==> config.mk <==
export PLATFORM = sky130hd
export DESIGN_NAME = mpu_i2c_sequencer
export DESIGN_NICKNAME = d
export VERILOG_FILES = /design/src/rtl/mpu_i2c_sequencer.sv
export SDC_FILE = /design/constraint.sdc
export NUM_CORES = 1
export LEC_CHECK = 0
export CORE_MARGIN = 3
export CORE_UTILIZATION = 54
export CTS_CLUSTER_SIZE = 24
export DETAILED_ROUTE_END_ITERATION = 8
export PLACE_DENSITY = 0.89
export SYNTH_ARGS = -nofsm -noshare
export SYNTH_HDL_FRONTEND = slang
export SYNTH_SLANG_ARGS = --single-unit
==> constraint.sdc <==
create_clock -name clk -period 3.3 [get_ports clk]
set_clock_uncertainty 0.1 [all_clocks]
set_input_delay 0.99 -clock clk [delete_from_list [all_inputs] [get_ports clk]]
set_output_delay 0.99 -clock clk [all_outputs]
set_load 0.005 [all_outputs]
==> src/rtl/mpu_i2c_sequencer.sv <==
// MPU-6050 command sequencer: writes the configuration table once per reset, then
// loops six single-byte accelerometer reads and publishes signed X/Y/Z samples.
module mpu_i2c_sequencer #(
  parameter logic [6:0] SLAVE_ADDR = 7'h68,
  parameter int         TXN_CYCLES = 40,
  parameter int         GAP_CYCLES = 1000
) (
  input  logic               clk,
  input  logic               rst_n,
  input  logic               i_run,
  output logic               o_i2c_en,
  output logic [6:0]         o_i2c_slave_addr,
  output logic               o_i2c_rw,
  output logic [7:0]         o_i2c_reg_addr,
  output logic [7:0]         o_i2c_data,
  input  logic [7:0]         i_i2c_rdata,
  output logic signed [15:0] o_accel_x,
  output logic signed [15:0] o_accel_y,
  output logic signed [15:0] o_accel_z,
  output logic               o_sample_valid,
  output logic               o_init_done,
  output logic               o_busy
);

  localparam int CNT_MAX = (TXN_CYCLES > GAP_CYCLES) ? TXN_CYCLES : GAP_CYCLES;
  localparam int CW      = $clog2(CNT_MAX + 1);
  localparam logic [CW-1:0] CNT_ONE  = CW'(1);
  localparam logic [CW-1:0] CNT_ZERO = CW'(0);
  // ISSUE takes one cycle, so the wait covers the remaining TXN_CYCLES-1 cycles.
  localparam logic [CW-1:0] TXN_LAST = CW'(TXN_CYCLES - 2);
  localparam logic [CW-1:0] GAP_LAST = CW'(GAP_CYCLES - 1);

  typedef enum logic [2:0] {
    S_IDLE, S_INIT_ISSUE, S_INIT_WAIT, S_RD_ISSUE, S_RD_WAIT, S_PUBLISH, S_GAP
  } state_t;

  function automatic logic [15:0] cfg_entry(input logic [2:0] idx);
    case (idx)
      3'd0:    cfg_entry = {8'h6B, 8'h00};
      3'd1:    cfg_entry = {8'h19, 8'h07};
      3'd2:    cfg_entry = {8'h1A, 8'h06};
      3'd3:    cfg_entry = {8'h1B, 8'h00};
      3'd4:    cfg_entry = {8'h1C, 8'h00};
      default: cfg_entry = {8'h00, 8'h00};
    endcase
  endfunction

  state_t         r_state, w_state_next;
  logic [CW-1:0]  r_cnt, w_cnt_next;
  logic [2:0]     r_idx, w_idx_next;
  logic [2:0]     r_byte_idx, w_byte_idx_next;
  logic           r_init_done, w_init_done_next;
  logic           r_en, w_en_next;
  logic           r_rw, w_rw_next;
  logic [7:0]     r_reg, w_reg_next;
  logic [7:0]     r_data, w_data_next;
  logic           r_valid, w_valid_next;
  logic           r_busy, w_busy_next;
  logic [15:0]    r_ax, r_ay, r_az, w_ax_next, w_ay_next, w_az_next;
  logic [7:0]     r_shadow [5];
  logic           w_shadow_we;
  logic [15:0]    w_cfg;

  // Next-state, counters and registered-output values.
  always_comb begin
    w_state_next     = r_state;
    w_cnt_next       = r_cnt;
    w_idx_next       = r_idx;
    w_byte_idx_next  = r_byte_idx;
    w_init_done_next = r_init_done;
    w_en_next        = 1'b0;
    w_rw_next        = r_rw;
    w_reg_next       = r_reg;
    w_data_next      = r_data;
    w_valid_next     = 1'b0;
    w_ax_next        = r_ax;
    w_ay_next        = r_ay;
    w_az_next        = r_az;
    w_shadow_we      = 1'b0;
    w_cfg            = 16'h0000;
    case (r_state)
      S_IDLE: begin
        if (i_run) begin
          w_state_next = r_init_done ? S_RD_ISSUE : S_INIT_ISSUE;
        end else begin
          w_state_next = S_IDLE;
        end
      end
      S_INIT_ISSUE: begin
        w_state_next = S_INIT_WAIT;
        w_cnt_next   = CNT_ZERO;
      end
      S_INIT_WAIT: begin
        if (r_cnt == TXN_LAST) begin
          w_cnt_next = CNT_ZERO;
          if (r_idx == 3'd4) begin
            w_init_done_next = 1'b1;
            w_idx_next       = 3'd0;
            w_state_next     = i_run ? S_RD_ISSUE : S_IDLE;
          end else begin
            w_idx_next   = r_idx + 3'd1;
            w_state_next = S_INIT_ISSUE;
          end
        end else begin
          w_cnt_next = r_cnt + CNT_ONE;
        end
      end
      S_RD_ISSUE: begin
        w_state_next = S_RD_WAIT;
        w_cnt_next   = CNT_ZERO;
      end
      S_RD_WAIT: begin
        if (r_cnt == TXN_LAST) begin
          w_cnt_next = CNT_ZERO;
          if (r_byte_idx == 3'd5) begin
            // The last byte bypasses the shadow so samples appear with the strobe.
            w_state_next = S_PUBLISH;
            w_valid_next = 1'b1;
            w_ax_next    = {r_shadow[0], r_shadow[1]};
            w_ay_next    = {r_shadow[2], r_shadow[3]};
            w_az_next    = {r_shadow[4], i_i2c_rdata};
          end else begin
            w_shadow_we     = 1'b1;
            w_byte_idx_next = r_byte_idx + 3'd1;
            w_state_next    = S_RD_ISSUE;
          end
        end else begin
          w_cnt_next = r_cnt + CNT_ONE;
        end
      end
      S_PUBLISH: begin
        w_byte_idx_next = 3'd0;
        w_cnt_next      = CNT_ZERO;
        w_state_next    = i_run ? S_GAP : S_IDLE;
      end
      S_GAP: begin
        if (!i_run) begin
          w_cnt_next   = CNT_ZERO;
          w_state_next = S_IDLE;
        end else if (r_cnt == GAP_LAST) begin
          w_cnt_next   = CNT_ZERO;
          w_state_next = S_RD_ISSUE;
        end else begin
          w_cnt_next = r_cnt + CNT_ONE;
        end
      end
      default: begin
        w_state_next = S_IDLE;
        w_cnt_next   = CNT_ZERO;
      end
    endcase

    if (w_state_next == S_INIT_ISSUE) begin
      w_cfg       = cfg_entry(w_idx_next);
      w_en_next   = 1'b1;
      w_rw_next   = 1'b0;
      w_reg_next  = w_cfg[15:8];
      w_data_next = w_cfg[7:0];
    end else if (w_state_next == S_RD_ISSUE) begin
      w_en_next   = 1'b1;
      w_rw_next   = 1'b1;
      w_reg_next  = 8'h3B + {5'b00000, w_byte_idx_next};
    end else begin
      w_en_next   = 1'b0;
    end
    w_busy_next = (w_state_next != S_IDLE) && (w_state_next != S_GAP);
  end

  // State, counters and output registers.
  always_ff @(posedge clk or negedge rst_n) begin
    if (!rst_n) begin
      r_state     <= S_IDLE;
      r_cnt       <= CNT_ZERO;
      r_idx       <= 3'd0;
      r_byte_idx  <= 3'd0;
      r_init_done <= 1'b0;
      r_en        <= 1'b0;
      r_rw        <= 1'b0;
      r_reg       <= 8'h00;
      r_data      <= 8'h00;
      r_valid     <= 1'b0;
      r_busy      <= 1'b0;
      r_ax        <= 16'h0000;
      r_ay        <= 16'h0000;
      r_az        <= 16'h0000;
    end else begin
      r_state     <= w_state_next;
      r_cnt       <= w_cnt_next;
      r_idx       <= w_idx_next;
      r_byte_idx  <= w_byte_idx_next;
      r_init_done <= w_init_done_next;
      r_en        <= w_en_next;
      r_rw        <= w_rw_next;
      r_reg       <= w_reg_next;
      r_data      <= w_data_next;
      r_valid     <= w_valid_next;
      r_busy      <= w_busy_next;
      r_ax        <= w_ax_next;
      r_ay        <= w_ay_next;
      r_az        <= w_az_next;
    end
  end

  // Shadow bytes 0..4 of the current burst.
  always_ff @(posedge clk or negedge rst_n) begin
    if (!rst_n) begin
      for (int i = 0; i < 5; i++) begin
        r_shadow[i] <= 8'h00;
      end
    end else if (w_shadow_we) begin
      r_shadow[r_byte_idx] <= i_i2c_rdata;
    end
  end

  assign o_i2c_en         = r_en;
  assign o_i2c_slave_addr = SLAVE_ADDR;
  assign o_i2c_rw         = r_rw;
  assign o_i2c_reg_addr   = r_reg;
  assign o_i2c_data       = r_data;
  assign o_accel_x        = r_ax;
  assign o_accel_y        = r_ay;
  assign o_accel_z        = r_az;
  assign o_sample_valid   = r_valid;
  assign o_init_done      = r_init_done;
  assign o_busy           = r_busy;

endmodule

==> results.md, run 1 <==
- Status: finished clean
- Critical path cell sequence: inv_1, ha_1, or3b_2, nor4_1, o21ai_0, a22oi_1, inv_1, ha_1, nand2b_1, o31ai_1, mux2_2
- Worst-margin pin slew: 1.01 ns
- Tot GR Track Use: 0.221
- FF-to-FF End: o_i2c_reg_addr[4]
- WL per Instance: ~18 um
- Crit path from: r_cnt[0]
- Drt drc: 0
- Via count: approximately 3700
- Largest stage delay, worst path: about 0.48 ns
- Leak: around 3.2 nW
- Layout cell share with drive strength beyond 1: 0.306
- Number of synthesized flops with an enable pin: 0
- Syn. warnings: 0
- Commonest non-fill, non-tap cell in the layout: dfrtp_1
- Worst slack, placed: -0.0124 ns
- Starting density of the core: 0.558
- Worst Hold Class: input port to asynchronous set/reset pin
- Largest net degree at the start of global routing: 50
- Synthesized area per cell: approximately 13 um^2
- Synth cell types: roughly 60
- CTS Hold Bufs: 0
- CP Capture Type: register
- Seq/Total Area, Yosys: 0.555
- CP max-delay cell: or3b_2
- Count of buffers from port buffering: 73
- Clock root buffer master: clkbuf_8
- Die ar.: between 10000 and 15000 um^2
- Post-CTS Setup Repair Bufs: 0
- Pre-antenna DRT Iters: 5
- First-pass GRT wire length: 19.4 mm
- Max clock buf depth: 2
- Top Usage Layer GRT: met2
- CTS tree: done
- # fillers: roughly 660
- Power Density: between 600 and 700 nW/um^2
- Reg2reg setup slack: 0.44 ns
- Worst-path maximum fanout: 5
- Met3 Use GR: 0.0522
- Fin. Hold Viols: 0
- H-tree levels: 4
- Synth async-reset ratio: 1.00
- Post-route cell area: 6920 um^2
- Initial antenna violation count: 0
- Remaining Overflow, GRT: 0
- Chip height: roughly 110 um
- Clk pin slew, worst setup/hold paths: about 0.060 ns
- Clock sink count: between 100 and 150
- Final period util: 0.868
- Setup-failing EPs final: 0
- Cell count after synthesis: 430
- WP data arrival: approximately 3.2 ns
- RSZ-0062 raised after global routing: false
- Met2 usage in global routing: 0.383
- Routability Congestion: about 0.89
- Post-route setup TNS: 0 ns
- PostCTS Resize Cnt: 0
- Maximum clock frequency: between 300 and 400 MHz
- Worst slew margin: 0.320
- DRT Wirelength: ~12 mm
- Fin cells: 656
- M1 GR Usage: 0.272
- Path depth of the worst reg2reg path: 11
- Tmin final: between 2 and 3 ns
- Core Area: 9770 um^2
- WS Path Type: register to register
- Inst Count DP: roughly 620
- Post-DP Area: roughly 6300 um^2
- Setup ws final: ~0.44 ns
- # diodes: 0
- Mapped Area: between 5000 and 6000 um^2
- ANT nets after route: 0
- Vias in the first global route: 3814
- Register bit count reported by yosys: 121
- VDD IR-drop max: 435 uV
- Worst path required time: around 3.7 ns
- # nets final: 529
- Clk_lat worst skew: a little over 0.5 ns
- Most frequent cells in the layout: dfrtp_1 (121), mux2_2 (91), clkdlybuf4s50_1 (72)
- Violation count after the first detailed-route iteration: a little under 200
- Top FF cell, synth: dfrtp_1
- Row cnt: 36
- Max-slew violations: 0
- CTS Buf Count: 17
- IO Pins: 87
- Reg2reg start: r_cnt[0]
- Synth-to-Final Area Change: 26.9%
- Post-DP HPWL: slightly below 8 mm
- Max-cap violations: 0
- Via density: 5.60
- Crit start category: register
- Die Span X: roughly 110 um
## per-stage QoR
step	hold WS, ns	total power [W]	utilization
2_1_floorplan	0.373	0.00213	-
3_3_place_gp	0.377	0.00235	0.644
3_5_place_dp	0.375	0.00239	0.644
4_1_cts	0.271	0.00435	0.708
5_1_grt	0.278	0.00451	0.708
6_report	0.278	0.00433	0.708
## critical path: cells and delay by family (launching register included)
kind	cells	cell delay, ns
AND/OR/NAND/NOR	3	0.90
AO/OA/AOI/OAI	3	0.58
adder cells (fa/ha/maj)	2	0.41
flip-flops	1	0.41
buffers and inverters	2	0.20
multiplexers	1	0.20
## registers in the layout, summed over array words and instances (netlist names), 3 cells and up
name,flops
r_idx,3
r_byte_idx,3
o_accel_x,16
o_accel_z,16
o_accel_y,16
r_shadow,40
r_cnt,10
o_i2c_reg_addr,7
r_state,3
## cells in the mapped netlist (all sizes together), types with 2 or more instances
cell type	instances	area (um^2)
a211oi	2	15.0
a21oi	6	30.0
a221oi	2	23.8
a31oi	3	18.8
and2	2	15.0
and3	8	52.6
buf	24	163
clkbuf	7	26.3
conb	2	7.51
dfrtp	121	3030
ha	8	100
inv	11	43.8
mux2	91	1020
nand2	25	93.8
nand2b	10	62.6
nand3	8	52.6
nand4	4	40.0
nor2	12	47.6
nor2b	6	37.5
nor3	7	45.0
nor3b	4	57.6
nor4	3	25.0
nor4b	2	17.5
o211ai	3	22.5
o21ai	29	149
o31a	2	20.0
o31ai	5	37.5
or2	3	18.8
or3	3	25.0
or3b	2	17.5
## power breakdown
| part | leakage, nW | switching, W | internal [W] | total (W) |
|---|---|---|---|---|
| sequential | 1.62 | 0.000107 | 0.00158 | 0.00168 |
| clock | 0.306 | 0.000714 | 0.00124 | 0.00196 |
| combinational | 1.27 | 0.000366 | 0.000322 | 0.000688 |
## routing by layer
layer  vias to the layer above  part of all wire
li1                       1676                 -
met1                      1867              0.43
met2                       117              0.52
met3                        15             0.040
met4                         0             0.012
met5                         -                 0
## logic make-up (layout without fill, tap and decap cells)
group | Yosys count | count (layout) | synth area share
AND/OR/NAND/NOR | 104 | 104 | 0.121
buffers and inverters | 42 | 124 | 0.0427
flip-flops | 121 | 121 | 0.555
AO/OA/AOI/OAI | 61 | 61 | 0.0721
multiplexers | 91 | 91 | 0.188
XOR/XNOR | 1 | 1 | 0.00161
adder cells (fa/ha/maj) | 8 | 8 | 0.0184
other | 2 | 13 | 0.00138
## how the worst max path moves through the flow
stage	slack [ns]	cells after the start	endpoint
after floorplan	0.72	13	o_i2c_reg_addr[2]
after global placement	0.19	7	o_i2c_reg_addr[4]
after detailed placement	-0.01	8	o_i2c_data[0]
after CTS	0.45	11	o_i2c_reg_addr[4]
after global routing	0.19	11	o_i2c_reg_addr[4]
final	0.44	11	o_i2c_reg_addr[4]
## cell type report
| class | instances | area (um^2) | area share |
|---|---|---|---|
| timing repair buffer | 81 | 813 | 0.118 |
| multi-input combinational | 278 | 2240 | 0.324 |
| inverter | 11 | 43.8 | 0.00633 |
| clock inverter | 15 | 214 | 0.0309 |
| sequential | 121 | 3030 | 0.438 |
| tap | 133 | 166 | 0.0241 |
| clock buffer | 17 | 414 | 0.0599 |
(Power assumes the default switching activity.)
==> run 2, diff against run 1 <==
Settings changed: CORE_MARGIN 3 to not set.
==> run 2 against run 1 <==
  * Flip-flop and latch count unchanged
  * Count of clock-buffer cells in the layout grew 1
  * Sequential share of layout area grew 0.087 points
  * First-iteration DRC count shrank 8.8%
  * Clock power fell by 3%
  * Register-to-register slack gained 0.09 ns
  * Global-route usage rose by 2.2 points
  * Largest power group unchanged
==> results.md, run 2 (synthesized netlist as in run 1, its figures left out) <==
- # nets final: around 530
- Via count: around 3700
- Path depth of the worst reg2reg path: 11
- Critical Path End: o_i2c_reg_addr[4]
- Worst slew margin: 0.309
- PostCTS Resize Cnt: 0
- Most frequent cells in the layout: dfrtp_1 (121), mux2_2 (91), clkdlybuf4s50_1 (72)
- Worst path required time: 3.59 ns
- Max-slew violations: 0
- Synth-to-Final Area Change: 26.6%
- Critical path cell sequence: clkdlybuf4s50_1, nor2b_1, nand3_1, o21ai_0, o211ai_1, inv_1, mux2_2
- Buffers & Inverters on Critical Path: 2
- CP max-delay cell: clkdlybuf4s50_1
- Worst path top cell family by delay: buffers and inverters
- Worst-path maximum fanout: 7
- Final period util: 0.856
- Chip height: 102 um
- WL per Instance: roughly 18 um
- Reg2reg setup slack: between 0.5 and 0.6 ns
- Worst path depth: 7
- Worst Hold Class: input port to asynchronous set/reset pin
- CTS Buf Count: 17
- Reg2reg start: r_cnt[4]
- Post-CTS Setup Repair Bufs: 0
- Final core utilization: 0.706
- Starting density of the core: 0.558
- Tot Pwr: about 0.0043 W
- WP data arrival: roughly 3.1 ns
- # fillers: between 600 and 700
- Row cnt: 36
- H-tree levels: 4
- Largest register FFs: 40
- Tot GR Track Use: 0.243
- DRT Wirelength: around 12 mm
- Tmin final: roughly 2.8 ns
- Crit start category: input port
- Post-route setup TNS: 0 ns
- Die ar.: ~11000 um^2
- First-pass GRT wire length: around 19 mm
- Fin. Hold Viols: 0
- Setup-failing EPs final: 0
- Biggest register: r_shadow
- Max-cap violations: 0
- IO Pins: 87
- Die Span X: around 100 um
- Commonest non-fill, non-tap cell in the layout: dfrtp_1
- Vias in the first global route: between 3000 and 4000
- Maximum clock frequency: approximately 350 MHz
- WS Path Type: input port to register
- Largest net degree at the start of global routing: 67
- # diodes: 0
- CTS Hold Bufs: 0
- Inst Count DP: 623
- Power Density: a little over 600 nW/um^2
- RSZ-0062 raised after global routing: false
- Max clock buf depth: 2
- Count of buffers from port buffering: 73
- Leak: 3.19 nW
- Clk_lat worst skew: ~0.5 ns
- FF-to-FF End: o_i2c_reg_addr[4]
- Routability Congestion: ~0.86
- CP Capture Type: register
- Layout cell share with drive strength beyond 1: 0.303
- Via density: 5.61
- Drt drc: 0
- ANT nets after route: 0
- Fin cells: approximately 650
- Core Area: between 9000 and 10000 um^2
- Violation count after the first detailed-route iteration: between 150 and 200
- Worst-margin pin slew: 1.03 ns
- Clock sink count: ~120
- Post-DP HPWL: around 7.4 mm
- Clock root buffer master: clkbuf_8
- Initial antenna violation count: 0
- CTS tree: done
- Pre-antenna DRT Iters: 5
- Crit path from: i_run
- Remaining Overflow, GRT: 0
- VDD IR-drop max: about 360 uV
- Clk pin slew, worst setup/hold paths: about 0.060 ns
- Largest stage delay, worst path: between 0.5 and 0.6 ns
- Status: finished clean
[run 2: worst min path at each step]
stage                      startpoint                 to  slack [ns]
finish                          rst_n      o_accel_y[15]        0.31
global route                    rst_n       o_accel_y[2]        0.30
CTS                             rst_n      o_accel_y[15]        0.29
detailed placement  o_i2c_reg_addr[2]  o_i2c_reg_addr[2]        0.38
global placement        o_i2c_data[0]      o_i2c_data[0]        0.38
floorplan           o_i2c_reg_addr[3]  o_i2c_reg_addr[3]        0.37
[run 2: routing by layer]
metal	vias up	GRT usage	wire length, um
met2	104	0.415	6090
met3	12	0.0616	496
met4	0	0.0637	87
met1	1885	0.307	4900
li1	1671	-	-
met5	-	0	0
[run 2: where the power goes]
part	leakage [nW]	internal, W	switching (W)	total, W
clock network	0.302	0.00125	0.000654	0.00190
registers	1.62	0.00158	0.000102	0.00168
logic	1.26	0.000323	0.000369	0.000692
total	3.19	0.00315	0.00112	0.00428
[run 2: area by class of cell]
cell class	count	area, um^2	share of cell area
multi-input combinational	278	2240	0.324
inverter	11	43.8	0.00634
timing repair buffer	80	806	0.117
clock inverter	13	194	0.0281
sequential	121	3030	0.438
tap	133	166	0.0241
clock buffer	18	428	0.0620
[run 2: stage by stage]
stage | cell area (um^2) | hold WS, ns | worst slack [ns]
floorplan | 5490 | 0.373 | 0.718
global placement | 6280 | 0.375 | 0.205
detailed placement | 6280 | 0.384 | 0.0188
CTS | 6910 | 0.288 | 0.499
global route | 6910 | 0.303 | 0.261
finish | 6910 | 0.305 | 0.474
